File: src/rtl/touch_pad_reader_if.sv
`default_nettype none
// ============================================================================
// Module   : touch_pad_reader_if
// Purpose  : Event stream from the touch pad reader to its consumer.
//            The head of the event FIFO is presented with a valid/ready
//            handshake; an event is taken when evt_valid && evt_ready.
// Signals  : evt_valid - head holds an event        (master -> slave)
//            evt_ready - consumer accepts the head  (slave  -> master)
//            evt_pad   - pad index of head event    (master -> slave)
//            evt_code  - 00 PRESS, 01 RELEASE, 10 LONG (master -> slave)
// Revision : 1.0 - initial release
// ============================================================================
interface touch_pad_reader_if #(
    parameter int PAD_W = 1
);
    logic             evt_valid;
    logic             evt_ready;
    logic [PAD_W-1:0] evt_pad;
    logic [1:0]       evt_code;

    modport master (output evt_valid, output evt_pad, output evt_code, input evt_ready);
    modport slave  (input evt_valid, input evt_pad, input evt_code, output evt_ready);
endinterface
`default_nettype wire

File: src/rtl/touch_pad_reader.sv
`default_nettype none
// ============================================================================
// Module   : touch_pad_reader
// Purpose  : Samples conductive touch pads, synchronises and debounces each
//            one, classifies PRESS / RELEASE / LONG events and queues them in
//            a small FIFO for the consuming logic.
// Ports    : clk      - system clock
//            rst      - synchronous active-high reset
//            pad_in   - raw asynchronous pad pins
//            pressed  - debounced touched level per pad
//            evt      - event stream (valid/ready, pad index, event code)
//            overflow - sticky: an event was dropped on a full FIFO
// Revision : 1.0 - initial release
// ============================================================================
module touch_pad_reader #(
    parameter int NUM_PADS        = 2,
    parameter int ACTIVE_LOW      = 1,
    parameter int DEBOUNCE_CYCLES = 480000,
    parameter int LONG_CYCLES     = 48000000,
    parameter int FIFO_DEPTH      = 4,
    parameter int PAD_W           = (NUM_PADS > 1) ? $clog2(NUM_PADS) : 1
) (
    input  wire                     clk,
    input  wire                     rst,
    input  wire  [NUM_PADS-1:0]     pad_in,
    output logic [NUM_PADS-1:0]     pressed,
    touch_pad_reader_if.master      evt,
    output logic                    overflow
);

    localparam int c_DW = $clog2(DEBOUNCE_CYCLES + 1);
    localparam int c_LW = $clog2(LONG_CYCLES + 1);
    localparam int c_AW = $clog2(FIFO_DEPTH);

    localparam logic [c_DW-1:0] c_DB_LAST   = c_DW'(DEBOUNCE_CYCLES - 1);
    localparam logic [c_DW-1:0] c_DCNT_ONE  = c_DW'(1);
    localparam logic [c_LW-1:0] c_LONG_LAST = c_LW'(LONG_CYCLES - 1);
    localparam logic [c_LW-1:0] c_LONG_MAX  = c_LW'(LONG_CYCLES);

    localparam logic [NUM_PADS-1:0] c_IDLE_LVL = (ACTIVE_LOW != 0) ? {NUM_PADS{1'b1}}
                                                                   : {NUM_PADS{1'b0}};

    localparam logic [1:0] c_IDLE         = 2'd0;
    localparam logic [1:0] c_PRESS_WAIT   = 2'd1;
    localparam logic [1:0] c_HELD         = 2'd2;
    localparam logic [1:0] c_RELEASE_WAIT = 2'd3;

    localparam logic [1:0] c_EV_PRESS   = 2'b00;
    localparam logic [1:0] c_EV_RELEASE = 2'b01;
    localparam logic [1:0] c_EV_LONG    = 2'b10;

    // ------------------------------------------------------------------------
    // Input conditioning: 2-flop synchroniser, then polarity normalisation
    // ------------------------------------------------------------------------
    logic [NUM_PADS-1:0] r_sync1, r_sync2;
    logic [NUM_PADS-1:0] w_act;

    assign w_act = (ACTIVE_LOW != 0) ? ~r_sync2 : r_sync2;

    // ------------------------------------------------------------------------
    // Per-pad FSM state, counters and event registers
    // ------------------------------------------------------------------------
    logic [1:0]      r_state [NUM_PADS];
    logic [1:0]      w_state_nx [NUM_PADS];
    logic [c_DW-1:0] r_dcnt [NUM_PADS];
    logic [c_DW-1:0] w_dcnt_nx [NUM_PADS];
    logic [c_LW-1:0] r_lcnt [NUM_PADS];
    logic [c_LW-1:0] w_lcnt_nx [NUM_PADS];
    logic [1:0]      r_raise_code [NUM_PADS];
    logic [1:0]      w_raise_code_nx [NUM_PADS];
    logic [1:0]      r_pend_code [NUM_PADS];

    logic [NUM_PADS-1:0] r_pressed, w_pressed_nx;
    logic [NUM_PADS-1:0] r_raise_v, w_raise_v_nx;
    logic [NUM_PADS-1:0] r_defer, w_defer_nx;
    logic [NUM_PADS-1:0] r_pend_v;
    logic [NUM_PADS-1:0] w_long_hit, w_rel_hit, w_press_hit;

    always_comb begin
        for (int p = 0; p < NUM_PADS; p++) begin
            w_state_nx[p]      = r_state[p];
            w_dcnt_nx[p]       = r_dcnt[p];
            w_lcnt_nx[p]       = r_lcnt[p];
            w_pressed_nx[p]    = r_pressed[p];
            w_raise_v_nx[p]    = 1'b0;
            w_raise_code_nx[p] = c_EV_PRESS;
            w_defer_nx[p]      = 1'b0;
            w_long_hit[p]      = 1'b0;
            w_rel_hit[p]       = 1'b0;
            w_press_hit[p]     = 1'b0;

            // Long-press timer runs for the whole time the pad is accepted as touched
            if ((r_state[p] == c_HELD || r_state[p] == c_RELEASE_WAIT) &&
                (r_lcnt[p] != c_LONG_MAX)) begin
                w_lcnt_nx[p]  = r_lcnt[p] + 1'b1;
                w_long_hit[p] = (r_lcnt[p] == c_LONG_LAST);
            end

            case (r_state[p])
                c_IDLE: begin
                    if (w_act[p]) begin
                        w_state_nx[p] = c_PRESS_WAIT;
                        w_dcnt_nx[p]  = c_DCNT_ONE;
                    end
                end
                c_PRESS_WAIT: begin
                    if (!w_act[p]) begin
                        w_state_nx[p] = c_IDLE;
                        w_dcnt_nx[p]  = '0;
                    end else if (r_dcnt[p] == c_DB_LAST) begin
                        w_state_nx[p]   = c_HELD;
                        w_pressed_nx[p] = 1'b1;
                        w_press_hit[p]  = 1'b1;
                        w_lcnt_nx[p]    = '0;
                    end else begin
                        w_dcnt_nx[p] = r_dcnt[p] + 1'b1;
                    end
                end
                c_HELD: begin
                    if (!w_act[p]) begin
                        w_state_nx[p] = c_RELEASE_WAIT;
                        w_dcnt_nx[p]  = c_DCNT_ONE;
                    end
                end
                default: begin // c_RELEASE_WAIT
                    if (w_act[p]) begin
                        w_state_nx[p] = c_HELD;
                        w_dcnt_nx[p]  = '0;
                    end else if (r_dcnt[p] == c_DB_LAST) begin
                        w_state_nx[p]   = c_IDLE;
                        w_pressed_nx[p] = 1'b0;
                        w_rel_hit[p]    = 1'b1;
                    end else begin
                        w_dcnt_nx[p] = r_dcnt[p] + 1'b1;
                    end
                end
            endcase

            // One event per pad per cycle; a RELEASE coinciding with LONG
            // is deferred by one cycle so LONG is reported first.
            if (r_defer[p]) begin
                w_raise_v_nx[p]    = 1'b1;
                w_raise_code_nx[p] = c_EV_RELEASE;
            end else if (w_long_hit[p]) begin
                w_raise_v_nx[p]    = 1'b1;
                w_raise_code_nx[p] = c_EV_LONG;
                w_defer_nx[p]      = w_rel_hit[p];
            end else if (w_rel_hit[p]) begin
                w_raise_v_nx[p]    = 1'b1;
                w_raise_code_nx[p] = c_EV_RELEASE;
            end else if (w_press_hit[p]) begin
                w_raise_v_nx[p]    = 1'b1;
                w_raise_code_nx[p] = c_EV_PRESS;
            end
        end
    end

    // ------------------------------------------------------------------------
    // Arbitration: lowest-index pad with a pending or fresh event wins.
    // A pending event is older than the freshly raised one, so it goes first.
    // ------------------------------------------------------------------------
    logic [NUM_PADS-1:0] w_grant;
    logic                w_push;
    logic [PAD_W-1:0]    w_push_pad;
    logic [1:0]          w_push_code;

    always_comb begin
        w_grant     = '0;
        w_push      = 1'b0;
        w_push_pad  = '0;
        w_push_code = c_EV_PRESS;
        for (int p = 0; p < NUM_PADS; p++) begin
            if (!w_push && (r_pend_v[p] || r_raise_v[p])) begin
                w_push      = 1'b1;
                w_grant[p]  = 1'b1;
                w_push_pad  = PAD_W'(p);
                w_push_code = r_pend_v[p] ? r_pend_code[p] : r_raise_code[p];
            end
        end
    end

    always_ff @(posedge clk) begin
        if (rst) begin
            r_sync1   <= c_IDLE_LVL;
            r_sync2   <= c_IDLE_LVL;
            r_pressed <= '0;
            r_raise_v <= '0;
            r_defer   <= '0;
            r_pend_v  <= '0;
            for (int p = 0; p < NUM_PADS; p++) begin
                r_state[p]      <= c_IDLE;
                r_dcnt[p]       <= '0;
                r_lcnt[p]       <= '0;
                r_raise_code[p] <= c_EV_PRESS;
                r_pend_code[p]  <= c_EV_PRESS;
            end
        end else begin
            r_sync1   <= pad_in;
            r_sync2   <= r_sync1;
            r_pressed <= w_pressed_nx;
            r_raise_v <= w_raise_v_nx;
            r_defer   <= w_defer_nx;
            for (int p = 0; p < NUM_PADS; p++) begin
                r_state[p]      <= w_state_nx[p];
                r_dcnt[p]       <= w_dcnt_nx[p];
                r_lcnt[p]       <= w_lcnt_nx[p];
                r_raise_code[p] <= w_raise_code_nx[p];
                if (w_grant[p]) begin
                    // Pending slot consumed: the fresh event (if any) takes its place
                    r_pend_v[p] <= r_pend_v[p] & r_raise_v[p];
                    if (r_pend_v[p]) begin
                        r_pend_code[p] <= r_raise_code[p];
                    end
                end else if (r_raise_v[p] && !r_pend_v[p]) begin
                    r_pend_v[p]    <= 1'b1;
                    r_pend_code[p] <= r_raise_code[p];
                end
            end
        end
    end

    assign pressed = r_pressed;

    // ------------------------------------------------------------------------
    // Event FIFO: extra pointer bit separates full from empty
    // ------------------------------------------------------------------------
    logic [c_AW:0]    r_wr_ptr, r_rd_ptr;
    logic [PAD_W-1:0] r_mem_pad [FIFO_DEPTH];
    logic [1:0]       r_mem_code [FIFO_DEPTH];
    logic             r_overflow;
    logic             w_empty, w_full, w_pop, w_wr_en;

    assign w_empty = (r_wr_ptr == r_rd_ptr);
    assign w_full  = (r_wr_ptr[c_AW] != r_rd_ptr[c_AW]) &&
                     (r_wr_ptr[c_AW-1:0] == r_rd_ptr[c_AW-1:0]);
    assign w_pop   = !w_empty && evt.evt_ready;
    // A simultaneous pop frees the head slot, so a full FIFO still accepts
    assign w_wr_en = w_push && (!w_full || w_pop);

    always_ff @(posedge clk) begin
        if (rst) begin
            r_wr_ptr   <= '0;
            r_rd_ptr   <= '0;
            r_overflow <= 1'b0;
        end else begin
            if (w_wr_en) begin
                r_wr_ptr <= r_wr_ptr + 1'b1;
            end
            if (w_pop) begin
                r_rd_ptr <= r_rd_ptr + 1'b1;
            end
            if (w_push && w_full && !w_pop) begin
                r_overflow <= 1'b1;
            end
        end
    end

    always_ff @(posedge clk) begin
        if (w_wr_en && !rst) begin
            r_mem_pad[r_wr_ptr[c_AW-1:0]]  <= w_push_pad;
            r_mem_code[r_wr_ptr[c_AW-1:0]] <= w_push_code;
        end
    end

    assign evt.evt_valid = !w_empty;
    assign evt.evt_pad   = w_empty ? '0 : r_mem_pad[r_rd_ptr[c_AW-1:0]];
    assign evt.evt_code  = w_empty ? 2'b00 : r_mem_code[r_rd_ptr[c_AW-1:0]];
    assign overflow      = r_overflow;

endmodule
`default_nettype wire
File: src/flat_wrapper.sv
// flat-port wrapper written by rule: the top's interface ports become plain ports
module touch_pad_reader_flat 
#(
    parameter int NUM_PADS        = 2,
    parameter int ACTIVE_LOW      = 1,
    parameter int DEBOUNCE_CYCLES = 480000,
    parameter int LONG_CYCLES     = 48000000,
    parameter int FIFO_DEPTH      = 4,
    parameter int PAD_W           = (NUM_PADS > 1) ? $clog2(NUM_PADS) : 1
)
  (clk, rst, pad_in, pressed, overflow, evt_evt_valid, evt_evt_pad, evt_evt_code, evt_evt_ready);
  touch_pad_reader_if #(.PAD_W(PAD_W)) evt_i ();
  input  wire clk;
  input  wire rst;
  input  wire  [NUM_PADS-1:0] pad_in;
  output logic [NUM_PADS-1:0] pressed;
  output logic overflow;
  output wire logic [$bits(evt_i.evt_valid)-1:0] evt_evt_valid;
  output wire logic [$bits(evt_i.evt_pad)-1:0] evt_evt_pad;
  output wire logic [$bits(evt_i.evt_code)-1:0] evt_evt_code;
  input wire logic [$bits(evt_i.evt_ready)-1:0] evt_evt_ready;
  assign evt_evt_valid = evt_i.evt_valid;
  assign evt_evt_pad = evt_i.evt_pad;
  assign evt_evt_code = evt_i.evt_code;
  assign evt_i.evt_ready = evt_evt_ready;
  touch_pad_reader #(.NUM_PADS(NUM_PADS), .ACTIVE_LOW(ACTIVE_LOW), .DEBOUNCE_CYCLES(DEBOUNCE_CYCLES), .LONG_CYCLES(LONG_CYCLES), .FIFO_DEPTH(FIFO_DEPTH), .PAD_W(PAD_W)) u_core (.clk(clk), .rst(rst), .pad_in(pad_in), .pressed(pressed), .evt(evt_i), .overflow(overflow));
endmodule
File: config.mk
export PLATFORM = sky130hd
export DESIGN_NAME = touch_pad_reader_flat
export DESIGN_NICKNAME = d
export VERILOG_FILES = /design/src/rtl/touch_pad_reader_if.sv /design/src/rtl/touch_pad_reader.sv /design/src/flat_wrapper.sv
export SDC_FILE = /design/constraint.sdc
export NUM_CORES = 1
export LEC_CHECK = 0
export ABC_CLOCK_PERIOD_IN_PS = 3350
export CORE_ASPECT_RATIO = 1.4
export CORE_UTILIZATION = 45
export DETAILED_ROUTE_END_ITERATION = 10
export PLACE_DENSITY = 0.63
export SYNTH_ARGS = -nofsm -noshare
export SYNTH_HDL_FRONTEND = slang
export SYNTH_SLANG_ARGS = --single-unit
export TNS_END_PERCENT = 5
File: constraint.sdc
create_clock -name clk -period 3.35 [get_ports clk]
set_input_delay 0.67 -clock clk [delete_from_list [all_inputs] [get_ports clk]]
set_output_delay 0.67 -clock clk [all_outputs]
set_load 0.01 [all_outputs]
==> results.md, run 1 <==
* Startpoint Class: flip-flop
* Critical path capture point type: output pin
* Clock-pin slew on the worst setup and hold paths at around 0.060 ns
* Ys flop type: dfxtp_1
* Syn_nets at 748
* Pin count of the biggest net entering global routing at 27
* Crit path arrival time at 2.00 ns
* Design Area, Final at roughly 7300 um^2
* Clk sinks at approximately 140
* Ant diodes at 0
* P_int at between 2000 and 3000 uW
* Layout cell share with drive strength beyond 1 at under 10%
* Vias in the first global route at 5009
* Yosys top cell by area: dfxtp_1
* Area delta synth->final at 12.17%
* DRC at 0
* Switching power at approximately 780 uW
* Post-route setup TNS at 0 ns
* Clock Tree Buf Depth at 2
* Final Non-Filler Cells at 940
* Die Ht at 144.4 um
* Post-synth EDFFs at 16
* I/O pin total at 12
* Fillers at 1317
* Hold buffer count at cts at 0
* Hold slack at 0.4175 ns
* Setup repair bufs after CTS at 0
* # rows at 51
* TritonCTS clock tree: yes
* H-tree Lvls at 4
* Worst Min Path Start: u_core.r_sync1[0]
* Routed Antenna Nets at 0
* Largest stage delay, worst path at around 0.53 ns
* Initial antenna violation count at 0
* Peak Freq at 374.6 MHz
* RR Startpoint: u_core.r_dcnt[0][29]
* Wire length per cell at about 14 um
* Worst hold path endpoint: u_core.r_sync2[0]
* CP cell instances: mux4_2, and2_1, clkdlybuf4s50_1
* Seq/Total Area, Yosys at 43.92%
* Synth area leaders: dfxtp_1 37%, edfxtp_1 7.4%, nor2_1 6.2%
* Worst path bufs/invs at 1
* Async SR Flop Fraction at 0%
* Hold Crit Depth at 1
* Commonest non-fill, non-tap cell in the layout: dfxtp_1
* # port buffers at 11
* Post-synthesis area per instance at 8.928 um^2
* Iter 0 DRT Violations at 206
* Register share of total power at 47.5%
* Die footprint at 14980 um^2
* Placed cell area at 6777 um^2
* FF+latch count, synth at between 100 and 150
* Final Max Slew Viols at 0
* Initial Utilization at 46.43%
* Fin nets at 760
* Syn. warnings at 0
* Routed WL at ~13000 um
* Most frequent cells in the layout: 119 x dfxtp_1, 108 x nor2_1, 52 x nand2_1
* Die Wd at ~100 um
* Reg2Reg Setup Slack at approximately 0.79 ns
* CP Class: reg2out
* Pwr/cell area at 484.4 nW/um^2
* Worst Skew at ~0.0067 ns
* HP Class: reg2reg
* Total leakage power at 0.002512 uW
* Max VDD drop at 0.0002748 V
* Unrepaired setup endpoints after global routing: no
* Max-Slew Margin vs Limit at 27.74%
* Period utilisation layout at 79.69%
* Post-cts gate resize count at 0
* Comb power frac at 5.1%
* Mapped Cells at between 700 and 800
* Clock root cell: clkbuf_16
* GRT Overall Usage at 18.30%
* Via Count at 5237
* Mapped Area at 6518 um^2
* Critical R2R Capture: u_core.r_lcnt[0][48]
* Post-synth top area share at a little over a third
* Worst Path Max Fanout at 3
* GR Overflow Total at 0
* Clock Latency Late Sink at approximately 0.42 ns
* Crit path time final at 2.669 ns
* TritonCTS buffer count at 17
* Critical path's slowest cell: mux4_2
* Core ar. at around 14000 um^2
* Worst-Margin Slew at 1.074 ns
* Required @ worst endpoint at 2.68 ns
* Clock power share at 47.4%
* Max cap viols at 0
* Via density at 5.571
* TritonRoute pass-1 iters at 5
* Outcome: finished, final reports clean
* Setup violators final at 0
* Sw Ratio at a little over a fifth
* Largest delay share family, worst path: multiplexers
* Yosys cell types at 67
* Detailed Place HPWL at 9066 um
* Global placer's final weighted congestion at roughly 0.87
* Worst R2R Path Depth at 5
* Placed Cells incl. Taps at 908
* Final Hold Viols at 0
* First-pass GRT wire length at 22240 um
==> logic make-up (layout without fill, tap and decap cells) <==
family | after synthesis | in the layout | share of synthesized area, %
fa+ha+maj | 13 | 13 | 2.496
compound gates | 91 | 91 | 8.793
simple gates | 361 | 361 | 29.68
flops | 135 | 135 | 43.92
buf+inv | 50 | 75 | 3.628
xor+xnor | 72 | 72 | 9.676
mux | 8 | 8 | 1.805
==> metrics by stage <==
stage	worst slack (ns)	util, %	total power, uW
floorplan	1.341	-	1832
global placement	0.8657	48.27	1893
detailed placement	0.7831	48.27	1899
CTS	0.6401	52.08	3586
global route	0.6136	52.08	3681
finish	0.6805	52.08	3541
==> synth_stat cells (7+ instances only) <==
master and number:
nand4_1 35, dfxtp_1 119, and3_1 18, inv_1 23, nor2_1 108, o21ai_0 24
nor3_1 20, clkbuf_1 16, edfxtp_1 16, nor4_1 10, nand2_1 52, and2_1 16
or3_1 8, a31oi_1 7, nand3_1 41, a21oi_1 30, xor2_1 38, and4_1 11
or2_2 7, ha_1 13, xnor2_1 34
==> power groups by stage <==
stage	sequential (uW)	combinational (uW)	clock, uW
after floorplan	1710	121	0
after global placement	1720	178	0
after detailed placement	1720	182	0
after CTS	1680	183	1720
after global routing	1680	201	1800
final	1680	182	1680
==> flip-flops by register name (all words and copies together), names as in the netlist, 3 cells and up, named ones only <==
signal	flops
u_core.r_wr_ptr	3
u_core.r_pend_code	4
u_core.r_mem_pad	4
u_core.r_rd_ptr	3
u_core.r_mem_code	8
u_core.r_dcnt	38
u_core.r_lcnt	52
u_core.r_raise_code	4
==> per-layer routing <==
metal,wire length (um),GRT usage [%],share of wire (%)
met2,6520,33.56,50
met5,0,0,0
met1,5695,20.26,44
met3,394,3.470,3.1
met4,301,9.398,2.3
==> worst max path at each step <==
| stage | endpoint | slack, ns | cells past startpoint |
|---|---|---|---|
| final | evt_evt_code[1] | 0.68 | 3 |
| after CTS | evt_evt_code[1] | 0.64 | 3 |
| after floorplan | u_core.r_lcnt[0][40] | 1.34 | 7 |
| after detailed placement | u_core.r_lcnt[0][27] | 0.78 | 5 |
| after global placement | u_core.r_lcnt[0][29] | 0.87 | 5 |
| after global routing | u_core.r_lcnt[0][48] | 0.61 | 5 |
==> worst reg2reg max path: stages (launching register included) <==
cell and delay [ns]:
dfxtp_1 0.35, or4b_1 0.52, or4_4 0.47, nor3_4 0.24, a21o_1 0.71, nor2_1 0.13
==> cell type report <==
type / instances / area, um^2 / share of cell area (%)
Clock inverter: 11 / 83.83 / 1.147
Sequential cell: 135 / 2863 / 39.16
Timing Repair Buffer: 20 / 177.7 / 2.430
Multi-Input combinational cell: 545 / 3418 / 46.76
Clock buffer: 21 / 450.4 / 6.161
Inverter: 23 / 86.33 / 1.181
Tap cell: 185 / 231.5 / 3.166
No activity file was read; power rests on OpenSTA's default activity.
==> run 2, diff against run 1 <==
--- a/config.mk
+++ b/config.mk
@@ -5,11 +5,11 @@
 export SDC_FILE = /design/constraint.sdc
 export NUM_CORES = 1
 export LEC_CHECK = 0
-export ABC_CLOCK_PERIOD_IN_PS = 3350
+export ABC_CLOCK_PERIOD_IN_PS = 2400
 export CORE_ASPECT_RATIO = 1.4
 export CORE_UTILIZATION = 45
 export DETAILED_ROUTE_END_ITERATION = 10
-export PLACE_DENSITY = 0.63
+export PLACE_DENSITY = 0.65
 export SYNTH_ARGS = -nofsm -noshare
 export SYNTH_HDL_FRONTEND = slang
 export SYNTH_SLANG_ARGS = --single-unit
==> constraint.sdc (replaced) <==
create_clock -name clk -period 2.4 [get_ports clk]
set_input_delay 0.48 -clock clk [delete_from_list [all_inputs] [get_ports clk]]
set_output_delay 0.48 -clock clk [all_outputs]
set_load 0.01 [all_outputs]
==> run 2 against run 1 <==
Effect of this change:
- clock skew grew 0.0018 ns
- sequential power grew 40%
- clock power grew 59%
- critical path depth is the same
- total power grew 49%
- hold slack lost 0.010 ns
- worst setup slack lost 0.50 ns
- flip-flop and latch count is the same
- combinational power grew 42%
- largest power group is now the clock network
- highest routed layer unchanged
==> results.md, run 2 (synthesis results as in run 1) <==
* Pin count of the biggest net entering global routing at 44 (+63%)
* Total leakage power at 0.002623 uW (+4.4%)
* Post-route setup TNS at 0 ns (unchanged)
* TritonCTS buffer count at 17 (unchanged)
* Max cap viols at 0 (unchanged)
* CP Launch Point: u_core.r_wr_ptr[1]
* Outcome: finished, final reports clean
* Ant diodes at 0 (unchanged)
* Period utilisation layout at between 90 and 100%
* Hold buffer count at cts at 0 (unchanged)
* Max reg flops at 52 (unchanged)
* Max VDD drop at 0.0004738 V (+72%)
* Unrepaired setup endpoints after global routing: no
* CP Class: reg2out
* Crit path arrival time at 1.74 ns (-0.26 ns)
* Max-Slew Margin vs Limit at 51.00% (+23 points)
* Critical path capture point type: output pin
* Final Hold Viols at 0 (unchanged)
* Clock root cell: clkbuf_16
* Clock-pin slew on the worst setup and hold paths at 0.06 ns (about the same)
* Vias in the first global route at 4980 (-0.58%)
* Initial Utilization at 46.43% (unchanged)
* Worst hold path endpoint: u_core.r_sync2[1]
* Startpoint Class: flip-flop
* Initial antenna violation count at 0 (unchanged)
* Worst Min Path Start: u_core.r_sync1[1]
* Hold Crit Depth at 1 (unchanged)
* Largest stage delay, worst path at 0.52 ns (about the same)
* Die footprint at 14980 um^2 (unchanged)
* Area delta synth->final at 14.86%
* Die Ht at 144.4 um (unchanged)
* Crit path time final at 2.218 ns
* Routed WL at 12980 um (+0.56%)
* Seq. cell area at 2867 um^2 (+0.13%)
* Top routing layer used: met4
* Pwr/cell area at 704.7 nW/um^2 (+45%)
* Most frequent cells in the layout: 118 x dfxtp_1, 108 x nor2_1, 52 x nand2_1
* HP Class: reg2reg
* Setup violators final at 0 (unchanged)
* Peak Freq at roughly 450 MHz
* Multi-input gate area in the final layout at 3423 um^2 (+0.15%)
* DRT met1 WL at 5661 um (-0.60%)
* Post-cts gate resize count at 6 (+6)
* Clock Tree Buf Depth at 2 (unchanged)
* Worst-Margin Slew at 0.7283 ns (-0.3457 ns)
* Commonest non-fill, non-tap cell in the layout: dfxtp_1
* DR WL met2 at 6801 um (+4.3%)
* Worst Path Max Fanout at 7 (+4)
* Fin nets at 769 (+1.2%)
* Top reg by flops: u_core.r_lcnt
* Worst Skew at 0.008471 ns (+0.001755 ns)
* Routed Antenna Nets at 0 (unchanged)
* Final Max Slew Viols at 0 (unchanged)
* GRT Overall Usage at 18.33% (+0.029 points)
* TritonRoute pass-1 iters at 5 (unchanged)
* H-tree Lvls at 4 (unchanged)
* Setup repair bufs after CTS at 0 (unchanged)
* TritonCTS clock tree: yes
* Critical path's slowest cell: clkdlybuf4s50_1
* Global placer's final weighted congestion at 0.7987 (-8.1%)
* Via density at 5.517 (-0.97%)
* Layout cell share with drive strength beyond 1 at 9.293% (+1.7 points)
* RR Startpoint: u_core.r_dcnt[0][8]
* Met3 WL at 367 um (-6.9%)
* # port buffers at 11 (unchanged)
* Worst R2R Path Depth at 5 (unchanged)
* Reg2Reg Setup Slack at 0.24 ns (-0.55 ns)
* Detailed Place HPWL at 9108 um (+0.46%)
* Clk sinks at 135 (unchanged)
* # rows at 51 (unchanged)
* DRC at 0 (unchanged)
* I/O pin total at 12 (unchanged)
* Core Util, Final at 53.32% (+1.2 points)
* CP cell instances: xnor2_1, nand3_2, clkdlybuf4s50_1
* Wire length per cell at 13.68 um (-0.40%)
* Core ar. at 14040 um^2 (unchanged)
* Via Count at 5236 (-0.019%)
* Clock Latency Late Sink at 0.42 ns (about the same)
* Iter 0 DRT Violations at 236 (+15%)
* Fillers at 1293 (-1.8%)
* Die Wd at 103.7 um (unchanged)
* GR Overflow Total at 0 (unchanged)
* First-pass GRT wire length at 22320 um (+0.37%)
* Required @ worst endpoint at 1.92 ns (-0.76 ns)
* Critical R2R Capture: u_core.r_dcnt[0][14]
## run 2: changes by cell type in the layout (fill, tap and decap cells not counted), sizes merged
cell / before / now
dlygate4sd2: 0 / 3
clkdlybuf4s50: 11 / 8
buf: 9 / 18
clkbuf: 21 / 18
bufinv: 1 / 4
## run 2: power by group
| group | internal (uW) | total (uW) | switching (uW) |
|---|---|---|---|
| clock | 1720 | 2670 | 945 |
| sequential | 2320 | 2350 | 31.5 |
| combinational | 114 | 258 | 143 |
| total | 4160 | 5280 | 1120 |
## run 2: final cells by class
| cell class | instances | share of cell area, % |
|---|---|---|
| clock buffers | 18 | 5.733 |
| clock inverters | 14 | 2.440 |
| inverters | 23 | 1.153 |
| multi-input cells | 545 | 45.73 |
| flip-flops and latches | 135 | 38.29 |
| well taps | 185 | 3.092 |
| repair buffers | 29 | 3.560 |
## run 2: worst max path at each step
stage / slack, ns / endpoint / depth (start not counted)
4_1_cts: 0.15 / evt_evt_valid / 3
3_5_place_dp: 0.25 / u_core.r_dcnt[0][14] / 5
3_3_place_gp: 0.32 / u_core.r_dcnt[0][14] / 5
6_report: 0.18 / evt_evt_valid / 3
5_1_grt: 0.05 / evt_evt_valid / 3
2_1_floorplan: 0.39 / u_core.r_lcnt[0][40] / 7
## run 2: per-layer routing
| metal | global-route usage [%] | vias up |
|---|---|---|
| li1 | - | 2651 |
| met1 | 20.03 | 2488 |
| met2 | 34.23 | 81 |
| met3 | 4.867 | 16 |
| met4 | 6.466 | 0 |
| met5 | 0 | - |
## run 2: per-stage QoR
step / setup WS [ns] / instances / hold WS, ns / cell area [um^2] / power, uW
floorplan: 0.3915 / 730 / 0.3895 / 6518 / 2557
global placement: 0.3171 / 917 / 0.3954 / 6869 / 2651
detailed placement: 0.2454 / 917 / 0.3961 / 6869 / 2659
CTS: 0.1514 / 949 / 0.4091 / 7486 / 5339
global route: 0.05157 / 949 / 0.4251 / 7486 / 5482
finish: 0.1823 / 949 / 0.4070 / 7486 / 5276
## run 2: critical path, delay by kind of cell (launching register included)
kind / cells / cell delay, ns
xor+xnor: 1 / 0.26
buf+inv: 1 / 0.52
flops: 1 / 0.36
simple gates: 1 / 0.18
==> run 3, diff against run 2 <==
--- a/config.mk
+++ b/config.mk
@@ -7,6 +7,7 @@
 export LEC_CHECK = 0
 export ABC_CLOCK_PERIOD_IN_PS = 2400
 export CORE_ASPECT_RATIO = 1.4
+export CORE_MARGIN = 4
 export CORE_UTILIZATION = 45
 export DETAILED_ROUTE_END_ITERATION = 10
 export PLACE_DENSITY = 0.65
==> run 3 against run 2 <==
Effect of this change:
- design area is 0.85% lower
- critical path depth stayed put
- combinational power is 2% higher
- global-route usage is 0.73 points lower
- via count is 0.59% higher
- fmax is 2.1% lower
- flip-flop and latch count stayed put
- cell count stayed put
- sequential share of layout area is 0.33 points higher
- largest power group unchanged
- highest routed layer unchanged
==> results.md, run 3 (synthesis results as in run 1) <==
* Outcome: finished, final reports clean
* Pwr/cell area at 670.3 nW/um^2 (-4.9%)
* Unrepaired setup endpoints after global routing: no
* Final Non-Filler Cells at 949 (unchanged)
* Startpoint Class: flip-flop
* Seq. cell area at 2867 um^2 (unchanged)
* GRT Overall Usage at 17.60% (-0.73 points)
* Period utilisation layout at 94.38% (+2.0 points)
* Routed WL at 13300 um (+2.4%)
* Crit path time final at 2.265 ns (+0.04743 ns)
* Fillers at 1324 (+2.4%)
* HP Class: reg2reg
* CP Class: reg2out
* Layout cell share with drive strength beyond 1 at 8.901% (-0.39 points)
* Total leakage power at 0.002596 uW (-1.0%)
* Final Max Slew Viols at 0 (unchanged)
* Post-route setup TNS at 0 ns (unchanged)
* Initial Utilization at 46.43% (unchanged)
* Die footprint at 16500 um^2 (+10%)
* Via density at 5.550 (+0.59%)
* Hold buffer count at cts at 0 (unchanged)
* # port buffers at 11 (unchanged)
* TritonRoute pass-1 iters at 5 (unchanged)
* Commonest non-fill, non-tap cell in the layout: dfxtp_1
* Wire length per cell at 14.01 um (+2.4%)
* Required @ worst endpoint at 1.92 ns (about the same)
* I/O pin total at 12 (unchanged)
* M1 GR Usage at 19.27% (-0.77 points)
* Die Wd at 109.7 um (+5.8%)
* Vias in the first global route at 5252 (+5.5%)
* Clock root cell: clkbuf_16
* Peak Freq at 441.5 MHz (-2.1%)
* GR Overflow Total at 0 (unchanged)
* Final Power at 4975 uW (-5.7%)
* Max reg flops at 52 (unchanged)
* Global route hottest layer: met2
* H-tree Lvls at 4 (unchanged)
* TritonCTS buffer count at 17 (unchanged)
* Max cap viols at 0 (unchanged)
* Pin count of the biggest net entering global routing at 44 (unchanged)
* Clock Tree Buf Depth at 2 (unchanged)
* Top reg by flops: u_core.r_lcnt
* First-pass GRT wire length at 23360 um (+4.6%)
* Hold slack at 0.4139 ns (+0.006958 ns)
* Max-Slew Margin vs Limit at 29.85% (-21 points)
* Crit path arrival time at 1.79 ns (+0.05 ns)
* Worst Skew at 0.01005 ns (+0.001582 ns)
* Ant diodes at 0 (unchanged)
* Clock Latency Late Sink at 0.42 ns (about the same)
* Critical path capture point type: output pin
* Placed cell area at 6869 um^2 (unchanged)
* Most frequent cells in the layout: 118 x dfxtp_1, 108 x nor2_1, 52 x nand2_1
* DRC at 0 (unchanged)
* Global placer's final weighted congestion at 0.8453 (+5.8%)
* Iter 0 DRT Violations at 379 (+61%)
* Placed Cells incl. Taps at 917 (unchanged)
* Design Area, Final at 7422 um^2 (-0.85%)
* TritonCTS clock tree: yes
* Initial antenna violation count at 0 (unchanged)
* GR Util met3 at 5.320% (+0.45 points)
* Met2 usage in global routing at 31.48% (-2.7 points)
* Reg2Reg Setup Slack at 0.24 ns (about the same)
* Setup violators final at 0 (unchanged)
* Max VDD drop at 0.0003624 V (-24%)
* Final Hold Viols at 0 (unchanged)
* Worst-Margin Slew at 1.045 ns (+0.3165 ns)
* # rows at 51 (unchanged)
* Core ar. at 14040 um^2 (unchanged)
* Via Count at 5267 (+0.59%)
* Worst Path Max Fanout at 7 (unchanged)
* Clk sinks at 135 (unchanged)
* Die Ht at 150.4 um (+4.2%)
* Multi-input gate area in the final layout at 3438 um^2 (+0.44%)
* Routed Antenna Nets at 0 (unchanged)
* Clock-pin slew on the worst setup and hold paths at 0.05 ns (about the same)
* Area delta synth->final at 13.88%
* Detailed Place HPWL at 9308 um (+2.2%)
* Fin nets at 769 (unchanged)
==> run 3: cell count changes in the layout (fill, tap and decap cells not counted), sizes merged <==
cell      previous run  this run
bufinv               4         1
clkbuf              18        27
clkinv               7         4
clkinvlp             3         0
==> run 3: worst paths after layout <==
check | from | endpoint | cells after the start
worst max-delay path | u_core.r_rd_ptr[0] | evt_evt_valid | 3
worst min-delay path | u_core.r_sync1[0] | u_core.r_sync2[0] | 1
worst max register to register | u_core.r_dcnt[0][8] | u_core.r_dcnt[0][12] | 5
worst min register to register | u_core.r_sync1[0] | u_core.r_sync2[0] | 1
==> run 3: per-layer routing <==
layer  vias up  part of all wire, %
li1       2657                    -
met3        23                  3.4
met4         0                  1.7
met1      2490                   42
met2        97                   52
met5         -                    0
==> run 3: layout make-up <==
| type | count | share of cell area, % |
|---|---|---|
| multi-input combinational | 545 | 46.33 |
| sequential | 135 | 38.62 |
| clock buffer | 27 | 6.507 |
| timing repair buffer | 29 | 3.591 |
| tap | 185 | 3.119 |
| inverter | 23 | 1.163 |
| clock inverter | 5 | 0.6743 |
==> run 3: power breakdown <==
| group | switching, uW | internal, uW |
|---|---|---|
| registers | 32.3 | 2320 |
| clock network | 892 | 1470 |
| logic | 147 | 116 |
==> run 3: metrics by stage <==
stage / setup slack (ns) / utilization (%)
2_1_floorplan: 0.3915 / -
4_1_cts: 0.1361 / 52.87
6_report: 0.1349 / 52.87
3_3_place_gp: 0.2905 / 48.93
3_5_place_dp: 0.2714 / 48.93
5_1_grt: 0.008007 / 52.87
==> run 3: timing repair <==
action,CTS,global route
resized for setup,8,0
buffers inserted,0,0
endpoints found under the setup margin,3,0
==> run 3: worst max-delay path, cell delays in order (launching register included) <==
cell             delay [ns]
dfxtp_1                0.35
xnor2_1                0.28
nand3_2                0.21
clkdlybuf4s50_1        0.53
